<file path="src/rtl/lsu_mem_port.sv">
// Load/store unit between the memory stage and a stalling data bus: byte enables, sub-word
// load extension and bus timeout. Optional macro LSU_MISALIGN_EXC_EN enables address-error exceptions.
module lsu_mem_port #(
  parameter int DATA_W  = 32,
  parameter int ADDR_W  = 32,
  parameter int TIMEOUT = 255
) (
  input  logic                   clk,
  input  logic                   rst,
  input  logic                   req_valid,
  input  logic                   req_write,
  input  logic [1:0]             req_size,
  input  logic                   req_unsigned,
  input  logic [ADDR_W-1:0]      req_addr,
  input  logic [DATA_W-1:0]      req_wdata,
  output logic                   stall,
  output logic                   resp_valid,
  output logic [DATA_W-1:0]      resp_rdata,
  output logic                   resp_err,
  output logic                   exc_adel,
  output logic                   exc_ades,
  output logic [ADDR_W-1:0]      badvaddr,
  output logic                   mem_en,
  output logic [DATA_W/8-1:0]    mem_we,
  output logic [ADDR_W-1:0]      mem_addr,
  output logic [DATA_W-1:0]      mem_wdata,
  input  logic [DATA_W-1:0]      mem_rdata,
  input  logic                   mem_ack,
  output logic [1:0]             dbg_state
);
  localparam int BE_W = DATA_W / 8;
  localparam int LW   = $clog2(BE_W);
  localparam int CW   = $clog2(TIMEOUT + 1);

  typedef enum logic [1:0] {IDLE = 2'd0, BUSY = 2'd1, DONE = 2'd2} state_t;

  state_t              state_q, state_d;
  logic [CW-1:0]       cnt_q, cnt_d, cnt_inc;
  logic [LW-1:0]       lane_q, lane_d, lane;
  logic [1:0]          size_q, size_d, eff_size;
  logic                uns_q, uns_d;
  logic                mem_en_q, mem_en_d;
  logic [BE_W-1:0]     mem_we_q, mem_we_d;
  logic [ADDR_W-1:0]   mem_addr_q, mem_addr_d;
  logic [DATA_W-1:0]   mem_wdata_q, mem_wdata_d;
  logic                resp_valid_q, resp_valid_d;
  logic [DATA_W-1:0]   resp_rdata_q, resp_rdata_d;
  logic                resp_err_q, resp_err_d;
  logic [3:0]          nbytes;
  logic [2:0]          amask, low_al;
  logic [15:0]         be_full;
  logic                misaligned;
  logic [DATA_W-1:0]   rd_sh, rd_ext;
  logic                sign_bit;
  int                  nbits;

  // Request decode: dword collapses to word on a 32-bit bus.
  always_comb begin
    eff_size = req_size;
    if (DATA_W == 32 && req_size == 2'd3) eff_size = 2'd2;
    nbytes  = 4'd1 << eff_size;
    amask   = 3'(nbytes - 4'd1);
    low_al  = req_addr[2:0] & ~amask;
    lane    = low_al[LW-1:0];
    be_full = ((16'd1 << nbytes) - 16'd1) << lane;
`ifdef LSU_MISALIGN_EXC_EN
    misaligned = |(req_addr[2:0] & amask);
`else
    misaligned = 1'b0;
`endif
  end

  always_comb begin
    rd_sh = mem_rdata >> {lane_q, 3'b000};
    case (size_q)
      2'd0:    sign_bit = rd_sh[7];
      2'd1:    sign_bit = rd_sh[15];
      2'd2:    sign_bit = rd_sh[31];
      default: sign_bit = rd_sh[DATA_W-1];
    endcase
    nbits = 8 << size_q;
    for (int i = 0; i < DATA_W; i++)
      rd_ext[i] = (i < nbits) ? rd_sh[i] : (sign_bit & ~uns_q);
  end

  always_comb begin
    state_d      = state_q;
    cnt_d        = cnt_q;
    lane_d       = lane_q;
    size_d       = size_q;
    uns_d        = uns_q;
    mem_en_d     = mem_en_q;
    mem_we_d     = mem_we_q;
    mem_addr_d   = mem_addr_q;
    mem_wdata_d  = mem_wdata_q;
    resp_valid_d = 1'b0;
    resp_rdata_d = resp_rdata_q;
    resp_err_d   = resp_err_q;
    stall        = 1'b0;
    cnt_inc      = (cnt_q == CW'(TIMEOUT)) ? cnt_q : cnt_q + 1'b1;
    case (state_q)
      IDLE: begin
        stall = req_valid && !misaligned;
        if (req_valid && !misaligned) begin
          state_d      = BUSY;
          cnt_d        = '0;
          lane_d       = lane;
          size_d       = eff_size;
          uns_d        = req_unsigned;
          mem_en_d     = 1'b1;
          mem_we_d     = req_write ? be_full[BE_W-1:0] : '0;
          mem_addr_d   = {req_addr[ADDR_W-1:LW], {LW{1'b0}}};
          mem_wdata_d  = req_wdata << {lane, 3'b000};
          resp_rdata_d = '0;
          resp_err_d   = 1'b0;
        end
      end
      BUSY: begin
        stall = 1'b1;
        cnt_d = cnt_inc;
        // An ack in the last allowed cycle still wins over the timeout.
        if (mem_ack) begin
          state_d      = DONE;
          mem_en_d     = 1'b0;
          resp_valid_d = 1'b1;
          resp_rdata_d = (|mem_we_q) ? '0 : rd_ext;
        end else if (cnt_inc == CW'(TIMEOUT)) begin
          state_d      = DONE;
          mem_en_d     = 1'b0;
          resp_valid_d = 1'b1;
          resp_err_d   = 1'b1;
          resp_rdata_d = '0;
        end
      end
      default: state_d = IDLE;
    endcase
  end

  always_ff @(posedge clk) begin
    if (rst) begin
      state_q      <= IDLE;
      cnt_q        <= '0;
      lane_q       <= '0;
      size_q       <= '0;
      uns_q        <= 1'b0;
      mem_en_q     <= 1'b0;
      mem_we_q     <= '0;
      mem_addr_q   <= '0;
      mem_wdata_q  <= '0;
      resp_valid_q <= 1'b0;
      resp_rdata_q <= '0;
      resp_err_q   <= 1'b0;
    end else begin
      state_q      <= state_d;
      cnt_q        <= cnt_d;
      lane_q       <= lane_d;
      size_q       <= size_d;
      uns_q        <= uns_d;
      mem_en_q     <= mem_en_d;
      mem_we_q     <= mem_we_d;
      mem_addr_q   <= mem_addr_d;
      mem_wdata_q  <= mem_wdata_d;
      resp_valid_q <= resp_valid_d;
      resp_rdata_q <= resp_rdata_d;
      resp_err_q   <= resp_err_d;
    end
  end

`ifdef LSU_MISALIGN_EXC_EN
  assign exc_adel = (state_q == IDLE) && req_valid && misaligned && !req_write;
  assign exc_ades = (state_q == IDLE) && req_valid && misaligned && req_write;
  assign badvaddr = (exc_adel || exc_ades) ? req_addr : '0;
`else
  assign exc_adel = 1'b0;
  assign exc_ades = 1'b0;
  assign badvaddr = '0;
`endif

  assign resp_valid = resp_valid_q;
  assign resp_rdata = resp_rdata_q;
  assign resp_err   = resp_err_q;
  assign mem_en     = mem_en_q;
  assign mem_we     = mem_we_q;
  assign mem_addr   = mem_addr_q;
  assign mem_wdata  = mem_wdata_q;
  assign dbg_state  = state_q;
endmodule

</file>
<file path="config.mk">
export PLATFORM = sky130hd
export DESIGN_NAME = lsu_mem_port
export DESIGN_NICKNAME = d
export VERILOG_FILES = /design/src/rtl/lsu_mem_port.sv
export SDC_FILE = /design/constraint.sdc
export NUM_CORES = 1
export LEC_CHECK = 0
export BUFFER_PORTS_ARGS = -buffer_cell sky130_fd_sc_hd__buf_2
export CORE_MARGIN = 1
export CORE_UTILIZATION = 52
export CTS_CLUSTER_SIZE = 25
export DETAILED_ROUTE_END_ITERATION = 8
export GPL_TIMING_DRIVEN = 0
export PLACE_DENSITY_LB_ADDON = 0.1
export SYNTH_ARGS = -nofsm -noshare
export SYNTH_HDL_FRONTEND = slang
export SYNTH_SLANG_ARGS = --single-unit
</file>
<file path="constraint.sdc">
create_clock -name clk -period 3.85 [get_ports clk]
set_input_delay 0.77 -clock clk [delete_from_list [all_inputs] [get_ports clk]]
set_output_delay 0.77 -clock clk [all_outputs]
set_load 0.005 [all_outputs]
</file>
Yosys cells after proc, flatten, opt, wreduce, memory -nomap -nowiden
Cells that the tools add are included.
Widths: inputs -> output; s select.

operators by class
  add/subtract/negate cells = 3
  order comparisons = 32
  eq/ne operators = 9
  shift-type cells = 6
  mux-type cells = 58
  bitwise gates (word level) = 5
  reduce and logical (&&, ||, !) cells = 10

operator list
  cell                   number
  $lt 6x32->1 const A    16
  $lt 5x32->1 const A    8
  $lt 4x32->1 const A    4
  $mux 32                4
  $lt 3x32->1 const A    2
  $pmux 32 s2            1
  $mux 1                 40
  $lt 1x32->1 const A    1
  $lt 2x32->1 const A    1
  $shl 32x5->32          1
  $shl 4x2->32 const A   1
  $shr 32x5->32          1
  $eq 8x8->1 const B     2
  $mux 8                 2
  $pmux 8 s2             1
  $shl 1x4->16 const A   1
  $shl 16x2->4           1
  $sub 16x1->16 const B  1
  $add 8x1->8 const B    1
  $mux 2                 4
  $pmux 1 s2             4
  $ne 2x2->1 const B     3
  $reduce_and 2->1       3
  $eq 2x1->1 const B     2
  16 further kinds       18

word-level totals
  register bits after elaboration = 116
  input bits = 104
  output and inout bits = 140
  logic and storage cells = 135

Logic depth before layout (Yosys ltp)
  depth after elaboration = 8
  depth in mapped cells = 8

Worst setup path after synthesis
OpenSTA, ideal clock, no wires.

  kind = input to register
  start = input port req_size[1]
  end = register mem_wdata_q[30], in the netlist mem_wdata[30]
  library setup time = 128 ps
  data arrival time = 1,906 ps
  required time = 3,722 ps
  path slack = 1,816 ps
  stages = 7
  cell sequence = nor3b_1 buf_2 buf_2 mux2i_1 o22ai_1 a21oi_1 nor2_1

on the way
  longest elaborated chain between the ends = 7

ends and longest elaborated chain
  what                  line  RTL
  start, declared       12    input logic [1:0] req_size,
  $eq 2x2->1            60    if (DATA_W == 32 && req_size == 2'd3) eff_size = 2'd2;
  $mux 2 (*)            60
  $shl 1x2->4 (*)       61    nbytes = 4'd1 << eff_size;
  $sub 2x1->2 (*)       62    amask = 3'(nbytes - 4'd1);
  $not 2->2 (*)         63    low_al = req_addr[2:0] & ~amask;
  $and 2x2->2 (*)       63
  $shl 32x5->32 (*)     113   mem_wdata_d = req_wdata << {lane, 3'b000};
  end signal, assigned  162   mem_wdata_q <= mem_wdata_d;
  end, declared         45    logic [DATA_W-1:0] mem_wdata_q, mem_wdata_d;

Every way passes the cells marked *; elsewhere a longest branch is shown, timed or not.
A chain may end at the register's enable or synchronous reset.

Worst setup path after layout
  start = register state_q[0], in the netlist dbg_state[0]
  end = output port stall

on the way
  longest elaborated chain between the ends = 2

ends and longest elaborated chain
  what                                           line  RTL
  start, declared                                37    state_t state_q, state_d;
  start signal, assigned                         154   state_q <= state_d;
  $eq 2x1->1 or $logic_not 2->1 (tied branches)  101   case (state_q)
  $pmux 1 s2 (*)                                 101
  end, declared                                  16    output logic stall,

Marks and branches as above.

==> report_table.html <==
<table>
<tr><th>Metric</th><th>Value</th></tr>
<tr><th colspan="2">Outcome</th></tr>
<tr><td>Run status</td><td>finished clean</td></tr>
<tr><th colspan="2">Logic synthesis</th></tr>
<tr><td>Post-synthesis mux area share</td><td>9.210%</td></tr>
<tr><td>Cell type with the largest total area after synthesis</td><td>dfxtp_1</td></tr>
<tr><td>Async SR Flop Fraction</td><td>0%</td></tr>
<tr><td>Share of synthesized cell area in full adder, half adder and majority cells</td><td>0.2152%</td></tr>
<tr><td>Area fraction in compound gates after synthesis</td><td>22.94%</td></tr>
<tr><td>Syn Area/Cell</td><td>8.414 sq um</td></tr>
<tr><td>XOR/XNOR Fraction of Synth Area</td><td>0%</td></tr>
<tr><td>EDFF count, synth</td><td>0</td></tr>
<tr><td>Main combinational cell family by area after synthesis</td><td>compound AO/OA/AOI/OAI gates</td></tr>
<tr><td>Share of synthesized cell area in and, or, nand and nor gates</td><td>18.25%</td></tr>
<tr><td>Number of distinct library cell variants in the gate-level netlist after synthesis</td><td>58</td></tr>
<tr><td>Sequential element share of the synthesized area</td><td>39.94%</td></tr>
<tr><td>Commonest register cell after synthesis</td><td>dfxtp_1</td></tr>
<tr><td>Synth top area share</td><td>39.94%</td></tr>
<tr><td>Cell area after synthesis</td><td>5814 sq um</td></tr>
<tr><td>Register bit count reported by yosys</td><td>116</td></tr>
<tr><td>Yosys synthesis warning count</td><td>0</td></tr>
<tr><td>Syn Inst Count</td><td>691</td></tr>
<tr><td>Cell types with the largest area share after synthesis</td><td>dfxtp_1, nand2_1, mux2i_1</td></tr>
<tr><th colspan="2">Placed design</th></tr>
<tr><td>Global placer's final weighted congestion</td><td>0.9678</td></tr>
<tr><td>Sum of net half-perimeters after detailed placement</td><td>13740 um</td></tr>
<tr><td>IO buf count</td><td>206</td></tr>
<tr><td>Worst setup slack before clock tree synthesis</td><td>1.150 ns</td></tr>
<tr><td>Placed cell count</td><td>1072</td></tr>
<tr><th colspan="2">Clock tree</th></tr>
<tr><td>Longest Clk Path Bufs</td><td>2</td></tr>
<tr><td>CTS H-tree depth</td><td>4</td></tr>
<tr><td>Cts bufs inserted</td><td>17</td></tr>
<tr><td>Clock input transition at the sequential cells of the worst setup and hold paths</td><td>0.06 ns</td></tr>
<tr><td>Clk root buf</td><td>clkbuf_8</td></tr>
<tr><td>Sink count of the clock tree</td><td>116</td></tr>
<tr><td>Setup repair bufs after CTS</td><td>0</td></tr>
<tr><td>Skew-Pair Late Insertion Delay</td><td>0.52 ns</td></tr>
<tr><td>Total of hold buffers inserted after clock tree synthesis</td><td>0</td></tr>
<tr><td>CTS tree</td><td>done</td></tr>
<tr><td>Post-cts repair resize count</td><td>0</td></tr>
<tr><th colspan="2">STA</th></tr>
<tr><td>Maximum clock frequency</td><td>410.3 MHz</td></tr>
<tr><td>Final hold violations</td><td>0</td></tr>
<tr><td>Fin Setup TNS</td><td>0 ns</td></tr>
<tr><td>Total of endpoints with negative setup slack in the final report</td><td>0</td></tr>
<tr><td>Fin crit share</td><td>63.30%</td></tr>
<tr><td>Max Clock Skew</td><td>0.006976 ns</td></tr>
<tr><td>Post-layout worst setup margin</td><td>1.413 ns</td></tr>
<tr><td>Pins over their slew limit</td><td>0</td></tr>
<tr><td>Actual slew at the worst max-slew pin</td><td>0.8643 ns</td></tr>
<tr><td>Worst slew slack as a fraction of its limit</td><td>42.17%</td></tr>
<tr><td>Minimum clock period after layout</td><td>2.437 ns</td></tr>
<tr><td>Final Hold Slack</td><td>0.4519 ns</td></tr>
<tr><td>Setup repair after global routing missed its margin</td><td>false</td></tr>
<tr><th colspan="2">Critical path</th></tr>
<tr><td>FF-to-FF End</td><td>mem_wdata[20]$_SDFFE_PP0P_</td></tr>
<tr><td>CP cell instances</td><td>nor2_1, or2_2, inv_1, buf_2</td></tr>
<tr><td>Critical path launch point type</td><td>flip-flop</td></tr>
<tr><td>Reg-to-reg setup timing slack</td><td>1.48 ns</td></tr>
<tr><td>CP arrival</td><td>1.67 ns</td></tr>
<tr><td>Critical path required time</td><td>3.08 ns</td></tr>
<tr><td>Worst setup path end</td><td>stall</td></tr>
<tr><td>Worst-path cell with the longest stage delay</td><td>dfxtp_1</td></tr>
<tr><td>Reg-to-reg critical path startpoint</td><td>dbg_state[0]$_SDFFE_PP0P_</td></tr>
<tr><td>Type of the worst setup path</td><td>reg2out</td></tr>
<tr><td>R2R cell count</td><td>6</td></tr>
<tr><td>Worst setup path start</td><td>dbg_state[0]$_SDFFE_PP0P_</td></tr>
<tr><td>Levels on crit path</td><td>4</td></tr>
<tr><td>CP top delay family</td><td>flip-flops</td></tr>
<tr><td>CP Capture Type</td><td>output pin</td></tr>
<tr><td>Crit path largest cell delay</td><td>0.47 ns</td></tr>
<tr><td>Critical Path Fanout Max</td><td>7</td></tr>
<tr><td>Number of buffer and inverter stages on the critical path</td><td>2</td></tr>
<tr><th colspan="2">Min path</th></tr>
<tr><td>Kind of path behind the tightest hold check</td><td>reg2reg</td></tr>
<tr><th colspan="2">Drt</th></tr>
<tr><td>Antenna Nets Post-Route</td><td>0</td></tr>
<tr><td>WL final</td><td>18510 um</td></tr>
<tr><td>Vias/cell</td><td>5.716</td></tr>
<tr><td>Vias after detailed routing</td><td>6310</td></tr>
<tr><td>Starting DRC count in detailed routing</td><td>574</td></tr>
<tr><td>Final routed wire length divided by cell count</td><td>16.77 um</td></tr>
<tr><td>Pre-Repair DR Iteration Count</td><td>9</td></tr>
<tr><td>Number of remaining DRC errors</td><td>0</td></tr>
<tr><th colspan="2">Final layout</th></tr>
<tr><td>Fillers</td><td>893</td></tr>
<tr><td>Commonest non-fill, non-tap cells in the layout</td><td>buf_2, dfxtp_1, nand2_1</td></tr>
<tr><td>Share of post-route cells with drive strength above 1</td><td>33.61%</td></tr>
<tr><td>Net count of the finished layout</td><td>1056</td></tr>
<tr><td>Area growth, synth to finish</td><td>33.40%</td></tr>
<tr><td>Number of antenna cells inserted</td><td>0</td></tr>
<tr><td>Sequential cell area</td><td>2322 sq um</td></tr>
<tr><td>Non-filler instance count after layout</td><td>1104</td></tr>
<tr><td>Share of the core filled with cells in the final layout</td><td>71.24%</td></tr>
<tr><td>Multi-input gate area in the final layout</td><td>3078 sq um</td></tr>
<tr><td>Most common cell after layout, fill and taps aside</td><td>buf_2</td></tr>
<tr><th colspan="2">Power</th></tr>
<tr><td>Lkg Pwr</td><td>3.543 nW</td></tr>
<tr><td>Maximum vdd ir drop</td><td>0.3247 mV</td></tr>
<tr><td>Power per cell area</td><td>438.1 nW/um^2</td></tr>
<tr><th colspan="2">Die</th></tr>
<tr><td>Number of I/O pins</td><td>244</td></tr>
<tr><td>Standard cell core area</td><td>10890 sq um</td></tr>
<tr><td>Area of the die</td><td>11610 sq um</td></tr>
<tr><td>Number of cell rows</td><td>38</td></tr>
<tr><td>DIE HEIGHT</td><td>107.7 um</td></tr>
<tr><td>Effective utilization at floorplan</td><td>53.40%</td></tr>
<tr><td>Horizontal die dimension</td><td>107.7 um</td></tr>
<tr><th colspan="2">Flow run</th></tr>
<tr><td>Maxcap violations</td><td>0</td></tr>
<tr><th colspan="2">GRT</th></tr>
<tr><td>Maximum number of pins on one net before global-route repair</td><td>17</td></tr>
<tr><td>Initial antenna violation count</td><td>0</td></tr>
<tr><td>Global-route wire length before repair</td><td>28450 um</td></tr>
<tr><td>GRT Total Usage</td><td>31.69%</td></tr>
<tr><td>Via count of the first global-routing pass</td><td>5776</td></tr>
<tr><td>Grt ovf</td><td>0</td></tr>
</table>
[per-layer routing]
layer	vias to the layer above	GRT usage, %	share of wire (%)
met5	-	0	0
met4	0	15.56	3.1
met3	52	8.777	9.5
met2	358	52.70	48
met1	2923	37.41	40
li1	2977	-	-
[worst min-delay path by stage]
stage	from	endpoint	slack, ns	cells past startpoint
2_1_floorplan	uns_q$_SDFFE_PP0P_	uns_q$_SDFFE_PP0P_	0.45	2
3_3_place_gp	mem_addr[29]$_SDFFE_PP0P_	mem_addr[29]$_SDFFE_PP0P_	0.44	2
3_5_place_dp	mem_addr[19]$_SDFFE_PP0P_	mem_addr[19]$_SDFFE_PP0P_	0.45	2
4_1_cts	mem_addr[19]$_SDFFE_PP0P_	mem_addr[19]$_SDFFE_PP0P_	0.45	2
5_1_grt	mem_addr[28]$_SDFFE_PP0P_	mem_addr[28]$_SDFFE_PP0P_	0.47	2
6_report	mem_addr[15]$_SDFFE_PP0P_	mem_addr[15]$_SDFFE_PP0P_	0.45	2
[sequential cells by signal, summed over array words and instances (netlist names)]
| signal | flops |
|---|---|
| cnt_q | 8 |
| dbg_state | 2 |
| lane_q | 2 |
| mem_addr | 30 |
| mem_en | 1 |
| mem_wdata | 32 |
| mem_we | 4 |
| resp_err | 1 |
| resp_rdata | 32 |
| resp_valid | 1 |
| size_q | 2 |
| uns_q | 1 |
[synth_stat cells (7+ instances only)]
cell	instances
mux2i_1	31
a21oi_1	59
o22ai_1	8
a31oi_1	13
and3_1	12
a32oi_1	10
a211oi_1	13
o21ai_0	20
dfxtp_1	116
buf_2	13
a311oi_1	8
o2111ai_1	16
mux2_2	16
nor2_1	62
a221oi_1	7
clkbuf_1	32
nor3_1	11
buf_4	40
o21ai_1	8
nand2_1	98
a22oi_1	10
a222oi_1	8
nand3_1	18
[power by group]
part	total, mW	switching, mW	internal [mW]
Combinational	0.499	0.285	0.213
Sequential	1.31	0.0436	1.27
Clock	1.59	0.584	1.01
Total	3.40	0.913	2.49
[through the flow]
step                power [mW]  cell area (sq um)
floorplan                1.612               5946
detailed placement       1.819               7152
CTS                      3.403               7756
finish                   3.398               7756
global route             3.519               7756
global placement         1.804               7152
[worst register-to-register path, stage by stage (launching register included)]
cell	delay, ns
dfxtp_1	0.38
nor3b_1	0.33
buf_2	0.32
nand2_1	0.30
nor2_1	0.62
a222oi_1	0.19
nor2_1	0.16
[layout make-up]
| class | count | area share (%) |
|---|---|---|
| Sequential cell | 116 | 29.94 |
| Buffer | 92 | 6.791 |
| Tap cell | 140 | 2.258 |
| Clock inverter | 14 | 2.275 |
| Clock buffer | 18 | 5.517 |
| Multi-Input combinational cell | 513 | 39.68 |
| Timing Repair Buffer | 206 | 13.29 |
| Inverter | 5 | 0.2420 |
[logic make-up after synthesis]
logic type	count (synthesis)
AND/OR/NAND/NOR	232
AO/OA/AOI/OAI	195
flip-flops	116
buffers and inverters	97
multiplexers	49
adder cells (fa/ha/maj)	1
other	1
Power figures use the tool's default switching activity.
